**src/rtl/regfile_dump.sv**
```systemverilog
// regfile_dump: walks a register-file index range and streams each value out over a valid/ready handshake
// Ports: clk, reset_n (synchronous, active-low); start/firstReg/lastReg request a dump of firstReg..lastReg;
// ReadRegister/ReadData form one register-file read port; dumpData/dumpReg/dumpValid/dumpReady carry the beats;
// busy is high outside IDLE; done pulses for one cycle per finished dump.
// Define REGDUMP_CHECKSUM_EN to add the checksum output: the XOR of every beat accepted in the current dump.
module regfile_dump (
  input  logic        clk,
  input  logic        reset_n,
  input  logic        start,
  input  logic [4:0]  firstReg,
  input  logic [4:0]  lastReg,
  output logic [4:0]  ReadRegister,
  input  logic [63:0] ReadData,
  output logic [63:0] dumpData,
  output logic [4:0]  dumpReg,
  output logic        dumpValid,
  input  logic        dumpReady,
  output logic        busy,
  output logic        done
`ifdef REGDUMP_CHECKSUM_EN
  ,
  output logic [63:0] checksum
`endif
);
  localparam logic [1:0] IDLE = 2'd0, READ = 2'd1, HOLD = 2'd2, DONE = 2'd3;
  logic [1:0] state;
  logic [4:0] ptr, last_reg;
  logic       accept, hs, at_last;
  assign accept       = state == IDLE && start;
  // dumpValid is only ever high in HOLD, so this is exactly the handshake
  assign hs           = dumpValid && dumpReady;
  assign at_last      = ptr == last_reg;
  assign ReadRegister = state == READ ? ptr : 5'd31;
  assign busy         = state != IDLE;
  assign done         = state == DONE;
  always_ff @(posedge clk) begin
    if (!reset_n) begin
      state     <= IDLE;
      ptr       <= '0;
      last_reg  <= '0;
      dumpValid <= 1'b0;
      dumpData  <= '0;
      dumpReg   <= '0;
    end else begin
      case (state)
        IDLE: if (accept) begin
          ptr      <= firstReg;
          last_reg <= lastReg;
          state    <= firstReg > lastReg ? DONE : READ;
        end
        READ: begin
          dumpData  <= ReadData;
          dumpReg   <= ptr;
          dumpValid <= 1'b1;
          state     <= HOLD;
        end
        HOLD: if (hs) begin
          dumpValid <= 1'b0;
          // holding ptr at last_reg keeps index 31 from wrapping to 0
          ptr       <= at_last ? ptr : ptr + 5'd1;
          state     <= at_last ? DONE : READ;
        end
        default: state <= IDLE;
      endcase
    end
  end
`ifdef REGDUMP_CHECKSUM_EN
  always_ff @(posedge clk) begin
    if (!reset_n || accept) checksum <= '0;
    else if (hs) checksum <= checksum ^ dumpData;
  end
`endif
endmodule

```
**config.mk**
```make
export PLATFORM = sky130hd
export DESIGN_NAME = regfile_dump
export DESIGN_NICKNAME = d
export VERILOG_FILES = /design/src/rtl/regfile_dump.sv
export SDC_FILE = /design/constraint.sdc
export NUM_CORES = 1
export LEC_CHECK = 0
export ABC_AREA = 1
export CAP_MARGIN = 20
export CORE_UTILIZATION = 44
export DETAILED_ROUTE_END_ITERATION = 12
export PLACE_DENSITY = 0.92
export SYNTH_ARGS = -nofsm -noshare
export SYNTH_HDL_FRONTEND = slang
export SYNTH_SLANG_ARGS = --single-unit
```
**constraint.sdc**
```tcl
create_clock -name clk -period 2.03 [get_ports clk]
set_clock_uncertainty 0.1 [all_clocks]
set_input_delay 0.406 -clock clk [delete_from_list [all_inputs] [get_ports clk]]
set_output_delay 0.406 -clock clk [all_outputs]
set_load 0.05 [all_outputs]
```
==> flow_metrics.py <==
metrics = {
    "run_status": {
        "status": "completed",
    },
    "floorplan": {
        "core_area_um2": 6910,
        "start_util": 0.463,
        "ios": 155,
        "die_h_um": 87.3,
        "die_w_um": 87.3,
        "num_rows": 30,
        "dieArea_um2": 7610,
    },
    "setup_path": {
        "critPathSlowestCell": "clkdlybuf4s50_1",
        "critPathRequiredTime_ps": 1520,
        "worstSetupStartpointType": "flop",
        "cp-end-kind": "primary output",
        "critPathMaxStageDelay_ps": 830,
        "crit_buf_inv": 1,
        "crit_type": "reg2out",
        "critical_path.top_delay_family": "buffers and inverters",
        "crit_arrival_ps": 1490,
        "worstPathMaxFanout": 2,
        "path_cells": "clkdlybuf4s50_1",
    },
    "clocking": {
        "cts-root-buf": "clkbuf_8",
        "clock-sinks": 82,
        "cts_tree": "done",
        "path_clk_slew_ps": 80,
        "cts_setup_buffers": 0,
        "h-tree-depth": 3,
        "cts_max_path_buffers": 2,
        "cts_made_buffers": 9,
        "insertion_delay_ps": 330,
    },
    "sta": {
        "final.setup.tns_ps": 0,
        "layout_setup_ws_ps": 34.2,
        "rsz0062_at_grt": "no",
        "maxSlewHeadroom": 0.593,
        "drv_slew": 0,
        "fin_crit_sh": 0.983,
        "hold_viol_final": 0,
        "finalCriticalPeriod_ps": 2000,
        "fmax_ghz": 0.501,
        "tightest_slew_ps": 610,
        "finalSetupViolations": 0,
    },
    "detailed_routing": {
        "wl_met3_um": 679,
        "top_layer_used": "met4",
        "drtPass1Iterations": 4,
        "drt-initial-drc-count": 130,
        "via_per_inst": 4.88,
        "wl_met1_um": 3740,
        "routed-via-count": 3349,
        "ant_nets": 0,
        "wl_met2_um": 4430,
        "wirelength_um": 9070,
        "drc": 0,
        "wire_per_inst_um": 13.2,
    },
    "placed_design": {
        "dp_hpwl_um": 6290,
        "dpl_worst_slack_ps": -8.02,
        "gp_congestion": 0.866,
        "dp_cells": 671,
        "port_buffers": 154,
    },
    "global_route": {
        "grt_overflow_total": 0,
        "grt_max_degree": 80,
        "grt_pass1_wl_um": 14300,
        "track_usage": 0.239,
        "grt_pass1_vias": 3314,
        "antenna_found_initial": 0,
    },
    "synthesis": {
        "syn_nets": 524,
        "ys_ff_latch": 82,
        "ys.warnings.count": 0,
        "ys_types": 20,
        "avgSynthCellArea_um2": 7.27,
        "syn_area_um2": 3200,
        "seq_area_frac_synth": 0.513,
        "synthCells": 440,
    },
    "layout": {
        "regArea_um2": 1640,
        "drive_gt1_frac": 0.0712,
        "fin_nets": 670,
        "layout_common_cells": "nor2_1, clkdlybuf4s50_1, dfxtp_1, o21ai_0, nand2_1",
        "post-route-util": 0.738,
        "final_common_cell": "nor2_1",
        "multiInputGateArea_um2": 1350,
        "n_fill_cell": 521,
        "final_cells": 686,
        "area_growth_pct": 59.3,
        "diodes": 0,
        "regMostFlops": "dumpData",
        "largest_reg_flops": 64,
    },
    "power_and_ir_drop": {
        "power.density_nw_per_um2": 954,
        "leakage_nw": 2.76,
        "vdd_drop_max_v": 0.000673,
    },
    "flow_run": {
        "drv_cap": 0,
    },
    "worst_hold_path": {
        "hold_path.class": "reg2reg",
    },
}
[repair_timing]
item | in CTS | in global routing
setup endpoints to repair | 1 | 35
resized for setup | 1 | 35
hold buffers | 0 | 0
[area by class of cell]
type | instances | share of cell area
flip-flops and latches | 82 | 0.322
clock inverters | 5 | 0.0204
well taps | 96 | 0.0236
repair buffers | 159 | 0.321
inverters | 30 | 0.0221
clock buffers | 10 | 0.0250
multi-input cells | 304 | 0.265
[routing by layer]
layer / global-route usage / vias up
met5: 0 / -
met3: 0.0607 / 18
met2: 0.427 / 117
met1: 0.265 / 1541
met4: 0.107 / 0
li1: - / 1673
[path summary, 6_finish.rpt]
check                    from          end  slack, ps  cells past startpoint
setup / recovery  dumpData[5]  dumpData[5]         30                      1
hold reg to reg   last_reg[2]  last_reg[2]        380                      2
setup reg to reg     state[1]       ptr[4]        410                      9
hold / removal    last_reg[2]  last_reg[2]        380                      2
[kinds of logic (layout without fill, tap and decap cells)]
kind of cell / after synthesis / count (layout) / synth area share
adder cells (fa/ha/maj): 6 / 6 / 0.0235
flip-flops: 82 / 82 / 0.513
XOR/XNOR: 1 / 1 / 0.00274
AND/OR/NAND/NOR: 205 / 205 / 0.250
AO/OA/AOI/OAI: 92 / 92 / 0.145
buffers and inverters: 54 / 204 / 0.0661
[metrics by stage]
| stage | instance area [um2] | hold slack, ps | power [mW] |
|---|---|---|---|
| finish | 5090 | 379 | 4.86 |
| global route | 5090 | 410 | 5.09 |
| CTS | 5010 | 380 | 4.90 |
| detailed placement | 4780 | 368 | 3.53 |
| global placement | 4780 | 356 | 3.49 |
| floorplan | 3200 | 344 | 2.93 |
[report_power, final]
part / switching, mW / internal [mW]
Sequential: 0.115 / 1.80
Combinational: 1.03 / 0.544
Clock: 0.562 / 0.812
Total: 1.71 / 3.15
[cell usage after synthesis (all sizes together)]
| master | instances | share of area |
|---|---|---|
| nand3 | 7 | 0.011 |
| dfxtp | 82 | 0.51 |
| ha | 6 | 0.023 |
| o21ai | 80 | 0.13 |
| buf | 1 | 0.0035 |
| nand4 | 1 | 0.0020 |
| inv | 30 | 0.035 |
| nor2 | 155 | 0.19 |
| o21bai | 1 | 0.0023 |
| a21oi | 11 | 0.017 |
| or2 | 2 | 0.0039 |
| xor2 | 1 | 0.0027 |
| clkbuf | 23 | 0.027 |
| nand2 | 40 | 0.048 |
No activity file was read; power rests on OpenSTA's default activity.
